--- config.mk ---
export PLATFORM = sky130hd
export DESIGN_NAME = imem_sync
export DESIGN_NICKNAME = d
export VERILOG_FILES = /design/src/rtl/imem_pkg.sv /design/src/rtl/imem_array.sv /design/src/rtl/imem_sync.sv
export SDC_FILE = /design/constraint.sdc
export NUM_CORES = 2
export LEC_CHECK = 0
export CAP_MARGIN = 5
export CORE_ASPECT_RATIO = 1.1
export CORE_MARGIN = 4
export CORE_UTILIZATION = 50
export CTS_BUF_LIST = sky130_fd_sc_hd__clkbuf_8
export DETAILED_ROUTE_END_ITERATION = 10
export MAX_ROUTING_LAYER = met4
export PLACE_DENSITY_LB_ADDON = 0.08
export SETUP_SLACK_MARGIN = 0.2
export SYNTH_ARGS = -nofsm -noshare
export SYNTH_HDL_FRONTEND = slang
export SYNTH_HIERARCHICAL = 1
export SYNTH_SLANG_ARGS = --single-unit
--- constraint.sdc ---
create_clock -name clk -period 8.2 [get_ports clk]
set_input_delay 1.23 -clock clk [delete_from_list [all_inputs] [get_ports clk]]
set_output_delay 1.23 -clock clk [all_outputs]
set_load 0.02 [all_outputs]
--- src/rtl/imem_pkg.sv ---
// imem_pkg: shared types and constants for the synchronous instruction memory.
// The optional parity build is selected with IMEM_PARITY_EN (see imem_sync.sv).
package imem_pkg;

  // Sequencer states: CLEAR zero-fills the array after reset, RUN serves traffic.
  typedef enum logic {
    CLEAR = 1'b0,
    RUN   = 1'b1
  } imem_state_e;

  // Default geometry of the LEGv8 instruction store.
  localparam int IMEM_ADDR_W = 6;
  localparam int IMEM_DATA_W = 32;

  // The word written by the clear sequencer. An all-zero word is what an
  // unloaded slot reads back as; the core treats it as a no-op fetch.
  localparam logic [IMEM_DATA_W-1:0] IMEM_NOP = '0;

  // Even parity over a data word: the stored bit makes the total count of
  // ones (data plus parity) even.
  function automatic logic even_parity(input logic [IMEM_DATA_W-1:0] word);
    return ^word;
  endfunction

endpackage

--- src/rtl/imem_array.sv ---
// imem_array: storage for imem_sync. One synchronous write port and one
// synchronous read-first read port. Width is chosen by the parent
// (DATA_W, or DATA_W+1 when IMEM_PARITY_EN carries a parity bit).
module imem_array #(
  parameter int ADDR_W = 6,
  parameter int WIDTH  = 32,
  parameter int DEPTH  = 64
) (
  input  logic              clk,
  input  logic              reset_n,
  input  logic              we,
  input  logic [ADDR_W-1:0] waddr,
  input  logic [WIDTH-1:0]  wdata,
  input  logic              re,
  input  logic [ADDR_W-1:0] raddr,
  output logic [WIDTH-1:0]  rdata
);

  // Index width sized to the implemented depth; callers only present
  // in-range addresses, so truncation never aliases.
  localparam int IDX_W = (DEPTH > 1) ? $clog2(DEPTH) : 1;

  logic [WIDTH-1:0] mem [DEPTH];

  logic [IDX_W-1:0] widx;
  logic [IDX_W-1:0] ridx;

  assign widx = IDX_W'(waddr);
  assign ridx = IDX_W'(raddr);

  // Write port: array contents are not reset; the parent's clear sequencer
  // zero-fills them after every reset.
  always_ff @(posedge clk) begin
    if (we) begin
      mem[widx] <= wdata;
    end
  end

  // Read port: the nonblocking read samples the pre-write contents, so a
  // same-cycle write to the same word returns the old value (read-first).
  // The output register only updates on a read and resets to zero.
  always_ff @(posedge clk or negedge reset_n) begin
    if (!reset_n) begin
      rdata <= '0;
    end else if (re) begin
      rdata <= mem[ridx];
    end
  end

endmodule

--- src/rtl/imem_sync.sv ---
// imem_sync: registered-read instruction memory with a valid/ready fetch
// port, an unthrottled load port and a post-reset zero-clear sequencer.
// Build option: define IMEM_PARITY_EN to store an even-parity bit per word
// and report mismatches on rsp_perr; otherwise rsp_perr is tied low.
module imem_sync
  import imem_pkg::*;
#(
  parameter int ADDR_W = IMEM_ADDR_W,
  parameter int DATA_W = IMEM_DATA_W,
  parameter int DEPTH  = 64
) (
  input  logic              clk,
  input  logic              reset_n,
  input  logic              req_valid,
  output logic              req_ready,
  input  logic [ADDR_W-1:0] req_addr,
  output logic              rsp_valid,
  input  logic              rsp_ready,
  output logic [DATA_W-1:0] rsp_data,
  output logic              rsp_err,
  output logic              rsp_perr,
  input  logic              load_en,
  output logic              load_ready,
  input  logic [ADDR_W-1:0] load_addr,
  input  logic [DATA_W-1:0] load_data
);

  // Handshake rules: a fetch transfers on a rising edge where req_valid and
  // req_ready are both high; a response transfers on a rising edge where
  // rsp_valid and rsp_ready are both high. Once raised, rsp_valid stays high
  // and rsp_data/rsp_err/rsp_perr stay stable until the response transfers.
  // req_ready never depends on req_valid, so there is no combinational loop.

  // One extra bit so the counter can hold DEPTH even when DEPTH = 2**ADDR_W.
  localparam int CNT_W = $clog2(DEPTH) + 1;
  localparam logic [ADDR_W:0] DEPTH_X = (ADDR_W + 1)'(DEPTH);

`ifdef IMEM_PARITY_EN
  localparam int MEM_W = DATA_W + 1;
`else
  localparam int MEM_W = DATA_W;
`endif

  imem_state_e      state;
  logic [CNT_W-1:0] clr_cnt;
  logic             clr_last;
  logic             clearing;

  logic             req_in_range;
  logic             load_in_range;
  logic             accept;

  logic             arr_we;
  logic [ADDR_W-1:0] arr_waddr;
  logic [MEM_W-1:0] arr_wdata;
  logic             arr_re;
  logic [MEM_W-1:0] arr_rdata;

  assign clearing = (state == CLEAR);
  assign clr_last = (clr_cnt == CNT_W'(DEPTH - 1));

  assign req_in_range  = ({1'b0, req_addr}  < DEPTH_X);
  assign load_in_range = ({1'b0, load_addr} < DEPTH_X);

  // Single-entry output register: take a new fetch whenever the slot is
  // empty or is being drained this cycle.
  assign req_ready = load_ready && (!rsp_valid || rsp_ready);
  assign accept    = req_valid && req_ready;

  // Out-of-range fetches never touch the array.
  assign arr_re = accept && req_in_range;

  // Write port mux: clear sequencer owns the array in CLEAR, loads in RUN.
  // Out-of-range loads are dropped here.
  assign arr_we    = clearing || (load_ready && load_en && load_in_range);
  assign arr_waddr = clearing ? ADDR_W'(clr_cnt) : load_addr;

`ifdef IMEM_PARITY_EN
  assign arr_wdata = clearing ? {1'b0, DATA_W'(IMEM_NOP)}
                              : {^load_data, load_data};
`else
  assign arr_wdata = clearing ? DATA_W'(IMEM_NOP) : load_data;
`endif

  imem_array #(
    .ADDR_W (ADDR_W),
    .WIDTH  (MEM_W),
    .DEPTH  (DEPTH)
  ) u_array (
    .clk     (clk),
    .reset_n (reset_n),
    .we      (arr_we),
    .waddr   (arr_waddr),
    .wdata   (arr_wdata),
    .re      (arr_re),
    .raddr   (req_addr),
    .rdata   (arr_rdata)
  );

  // Clear/run sequencer plus the response-valid and error flags.
  always_ff @(posedge clk or negedge reset_n) begin
    if (!reset_n) begin
      state      <= CLEAR;
      clr_cnt    <= '0;
      load_ready <= 1'b0;
      rsp_valid  <= 1'b0;
      rsp_err    <= 1'b0;
    end else begin
      case (state)
        CLEAR: begin
          clr_cnt <= clr_cnt + 1'b1;
          if (clr_last) begin
            state      <= RUN;
            load_ready <= 1'b1;
          end
        end
        RUN: begin
          if (accept) begin
            rsp_valid <= 1'b1;
            rsp_err   <= !req_in_range;
          end else if (rsp_ready) begin
            rsp_valid <= 1'b0;
            rsp_err   <= 1'b0;
          end
        end
        default: begin
          state      <= CLEAR;
          clr_cnt    <= '0;
          load_ready <= 1'b0;
        end
      endcase
    end
  end

  // Response word: the array read register holds the fetched word; an
  // out-of-range fetch leaves it untouched and is masked to zero here.
  assign rsp_data = rsp_err ? '0 : arr_rdata[DATA_W-1:0];

`ifdef IMEM_PARITY_EN
  // Parity check on the registered word; silent for out-of-range fetches.
  assign rsp_perr = !rsp_err && (arr_rdata[DATA_W] ^ (^arr_rdata[DATA_W-1:0]));
`else
  assign rsp_perr = 1'b0;
`endif

endmodule

# [Yosys cells after proc, flatten, opt, wreduce, memory -nomap -nowiden]
# Memory sizes are Yosys's and may differ from the RTL's. A register that Yosys moved wholly into a read port is not among the register bits.
# Cells that the tools add are included.
[totals] ff_bits=11 mem_bits_rw=2048 in_bits=49 out_inout_bits=37 word_cells=29 memories=1
[classes] n_addsub=1 eq_ne=1 mux=10 bitwise_logic=1 n_reduce_logical=10
[mem_list] memory="u_array.mem" words=64 word_bits=32 read_ports=1 rd_clocked_by_memory_dff=1 write_ports=1 line="imem_array.sv:23" rtl="logic [WIDTH-1:0] mem [DEPTH];"
[ops] op="32-bit two-way mux" n=2
[ops] op="7-bit by 1-bit adder with 7-bit output, second input constant" n=1
[ops] op="7-bit by 6-bit equality test with 1-bit output, second input constant" n=1
[ops] op="1-bit two-way mux" n=7
[ops] op="6-bit two-way mux" n=1
[ops] op="2-bit AND reduction" n=2
[ops] op="1-bit logical AND" n=3
[ops] op="1-bit logical NOT" n=2
[ops] op="1-bit logical OR" n=2
[ops] op="2-bit nonzero test" n=1
[ops] op="1-bit inverter" n=1

# [Longest topological paths before layout]
[logic_depth] depth_word=6 mapped_depth=10 depth_no_buf=9

# [Modules after synthesis]
# Netlist, hierarchy kept.
[modules_own_cells] module="imem_array" n_inst=1 cells_each=3843 area_per_inst_um2=79990.5 seq_area_each_um2=62299.8
[modules_own_cells] module="imem_sync" n_inst=1 cells_each=83 area_per_inst_um2=780.7 seq_area_each_um2=250.2

# [Worst setup path after synthesis]
# OpenSTA, ideal clock, no wires.
[synth_timing] path_type="in2reg" from="in load_addr[3]" to="mem u_array.mem[48][0], enable pin" setup_ps=461 arrival_time_ps=4269 t_required_ps=7739 path_slack_ps=3470 path_stages=4 path_buffers=1 cell_sequence="mux2_2 -> clkbuf_1 -> or3_1 -> nor3_1"
[synth_between] elab_chain_len=1
[synth_lines] item="start, declared" line="imem_sync.sv:24" rtl="input logic [ADDR_W-1:0] load_addr,"
[synth_lines] item="6-bit two-way mux" line="imem_sync.sv:76" rtl="assign arr_waddr = clearing ? ADDR_W'(clr_cnt) : load_addr;"
[synth_lines] item="end, declared" line="imem_array.sv:23"
# No other way between the ends.

# [Worst setup path after layout]
[layout_timing] from="reg state" to="mem u_array.mem[35][30], enable pin"
[layout_between] elab_cells_between_ends=5
[layout_lines] item="start, declared" line="imem_sync.sv:44" rtl="imem_state_e state;"
[layout_lines] item="start signal, assigned" line="imem_sync.sv:103" rtl="state <= CLEAR;"
[layout_lines] item="start signal, assigned" line="imem_sync.sv:113" rtl="state <= RUN;"
[layout_lines] item="start signal, assigned" line="imem_sync.sv:127" rtl="state <= CLEAR;"
[layout_lines] item="6-bit two-way mux" line="imem_sync.sv:76"
[layout_lines] item="via arr_waddr[1]" line="imem_sync.sv:54" rtl="logic [ADDR_W-1:0] arr_waddr;"
# The timed path passes the listed nets, and every way through them passes these cells.

==> impl_metrics.csv <==
group,metric,value,unit
finish,fill_cells,12220,
global_routing,antenna_found_initial,13,
logic_synthesis,synth.most_common_cell,"edfxtp_1",
sta,worst_slack,3.69,ns
critical_path,reg2reg_depth,5,
sta,setup_tns,0,ns
outcome,status,"completed",
route,drc_errors,0,
power,p_switching,4.32,mW
critical_path,worstSetupPathType,"register to register",
sta,worstMarginPinSlew,1.14,ns
power,vdd_drop_max,0.139,mV
sta,hold_viol,0,
logic_synthesis,netlist_top_cells_area,"edfxtp_1 (76%), mux4_2 (9.8%), mux2i_1 (4.0%)",
clock_network,clk_latency,1.03,ns
logic_synthesis,synth_area,80800,um^2
route,drt_iter0_markers,4688,
finish,post-route-util,0.567,
clock_network,hold_buffers,0,
logic_synthesis,ys_ff_latch,2090,
clock_network,post_cts_resized,0,
power,seq_power_share,0.569,
route,drtAntennaViolNets,0,
clock_network,max-clock-path-buffers,4,
placed_design,dpl-instance-area,84800,um^2
global_routing,grt_pass1_wl,310000,um
logic_synthesis,yosysUniqueCellTypes,49,
logic_synthesis,ys_warn_count,6,
placed_design,dp.cells,6026,
placed_design,post-dp-hpwl,117000,um
power,clockPowerShare,0.404,
global_routing,grtUsageTotal,0.271,
power,p_leak,25.1,nW
logic_synthesis,synth_common_cells,"edfxtp_1 (2048), mux4_2 (353), mux2i_1 (321), nor2_1 (227), mux2_2 (102)",
global_routing,first_global_vias,41369,
power,power_frac_comb,0.027,
route,routed_wl,220000,um
critical_path,crit_arrival,5.12,ns
die,die-area,168000,um^2
clock_network,clockRootBuffer,"clkbuf_8",
critical_path,critPathRequiredTime,8.82,ns
logic_synthesis,synth_ff_type,"edfxtp_1",
sta,relSlewSlack,0.240,
clock_network,cts_htree_levels,5,
die,boundaryPins,86,
finish,drive_above_1_share,0.245,
power,p_per_area,223,nW/um^2
sta,final.period_utilization,0.549,
critical_path,worst-path-max-fanout,46,
clock_network,cts_tree,"done",
placed_design,port-buffer-count,83,
flow_run,drv_cap,0,
logic_synthesis,ys_async_sr_fraction,0.0201,
logic_synthesis,ys_seq_area_frac,0.774,
logic_synthesis,synth_top_area_cell,"edfxtp_1",
finish,final_area,90800,um^2
clock_network,post_cts_buffers,0,
global_routing,grt_overflow_total,0,
die,die_x,391,um
clock_network,cts_buffers,345,
placed_design,dpl_worst_slack,2.98,ns
sta,setup_violations,0,
global_routing,grt_max_degree,139,
route,firstDrtPassIters,5,
placed_design,place.gp.congestion,0.814,
finish,final_cell_count_no_fill,6629,
logic_synthesis,netlist_instances,3926,
route,wl_per_cell,33.2,um
sta,drv_slew,0,
sta,achievable-frequency,222,MHz
sta,fin_skew,0.0557,ns
die,coreArea,160000,um^2
clock_network,cts.sinks,2090,
critical_path,start_kind,"register",
logic_synthesis,netlist.area_leader.share,0.761,
power,p_int,16.0,mW
die,dieHeight,430,um
route,vias,40846,
route,viasPerCell,6.16,
finish,syn2layout_area_growth,12.5,%
worst_hold_path,hold_class,"primary input to async pin",
critical_path,r2r_end,"u_array/mem[35][30]",
critical_path,r2r_start,"state",
logic_synthesis,avgSynthCellArea,20.6,um^2
clock_network,clk_pin_slew_worst_paths,0.07,ns
die,start_util,0.504,
critical_path,crit_path_end_kind,"register",
sta,rsz0062_at_grt,"false",
finish,num-nets-final,4317,
sta,min_period,4.51,ns
power,sw_frac_of_total,0.213,
critical_path,rrSetupSlack,3.69,ns
die,fp-row-count,154,
logic_synthesis,synth_edf_count,2048,
worst max path at each step:
stage / from / to / cells past startpoint / slack [ns]
floorplan: load_addr[3] / u_array/mem[48][0] / 4 / 3.47
global placement: req_addr[4] / u_array/rdata[26] / 9 / 2.94
detailed placement: req_addr[4] / u_array/rdata[26] / 9 / 2.98
CTS: state / u_array/mem[35][4] / 5 / 3.77
global route: state / u_array/mem[35][30] / 5 / 3.67
finish: state / u_array/mem[35][30] / 5 / 3.69
flip-flops by register name, indices dropped and copies added (netlist names):
signal         cells
clr_cnt            7
load_ready         1
u_array/rdata     32
state              1
u_array/mem     2048
rsp_valid          1
area by class of cell:
cell class | count | area [um^2] | area share
timing repair buffer | 221 | 1950 | 0.0215
clock inverter | 226 | 967 | 0.0106
tap | 2106 | 2640 | 0.0290
sequential | 2090 | 62600 | 0.689
clock buffer | 371 | 5110 | 0.0562
antenna | 6 | 15.0 | 0.000165
inverter | 1 | 3.75 | 0.0000413
multi-input combinational | 1608 | 17600 | 0.194
cells by family (layout without fill, tap and decap cells):
group | after synthesis | after routing | share of synthesized area
xor+xnor | 5 | 5 | 0.000542
mux | 777 | 777 | 0.153
flops | 2090 | 2090 | 0.774
compound gates | 323 | 323 | 0.0265
simple gates | 500 | 500 | 0.0310
fa+ha+maj | 1 | 1 | 0.000155
buf+inv | 229 | 819 | 0.0147
other cells | 1 | 8 | 0.0000464
stage by stage:
stage	total power, mW	hold WS [ns]
2_1_floorplan	12.1	0.478
3_3_place_gp	12.3	0.499
3_5_place_dp	12.3	0.517
4_1_cts	20.5	0.297
5_1_grt	21.0	0.353
6_report	20.3	0.374
power groups by stage:
stage               sequential, mW  clock, mW  combinational, mW
floorplan                     11.8          0              0.355
global placement              11.8          0              0.554
detailed placement            11.8          0              0.552
CTS                           11.5       8.39              0.552
global route                  11.5       8.90              0.573
finish                        11.5       8.20              0.548
per-layer routing:
metal  GRT usage  part of all wire  vias up
li1            -                 -    16888
met1       0.372              0.41    21795
met2       0.420              0.48     1816
met3      0.0461             0.076      347
met4      0.0848             0.031        0
met5           -                 0        -
worst max-delay path: stages (launching register included):
cell and delay [ns]:
dfrtp_2 1.09, mux2_2 0.53, nor2b_1 0.24, nand3_1 0.68
nor2_4 0.94, buf_4 0.56
cell usage in the layout (no fill, tap or decap), types with 68 or more instances in the layout:
cell / instances
edfxtp_1: 2048
o22ai_1: 97
a21oi_1: 96
mux4_2: 353
nor2_1: 165
mux2_2: 102
inv_1: 132
clkinv_1: 68
clkdlybuf4s50_1: 78
buf_4: 132
mux2i_1: 321
clkbuf_8: 371
nor2b_1: 97
Note: power is estimated with default switching activity, not from simulation.
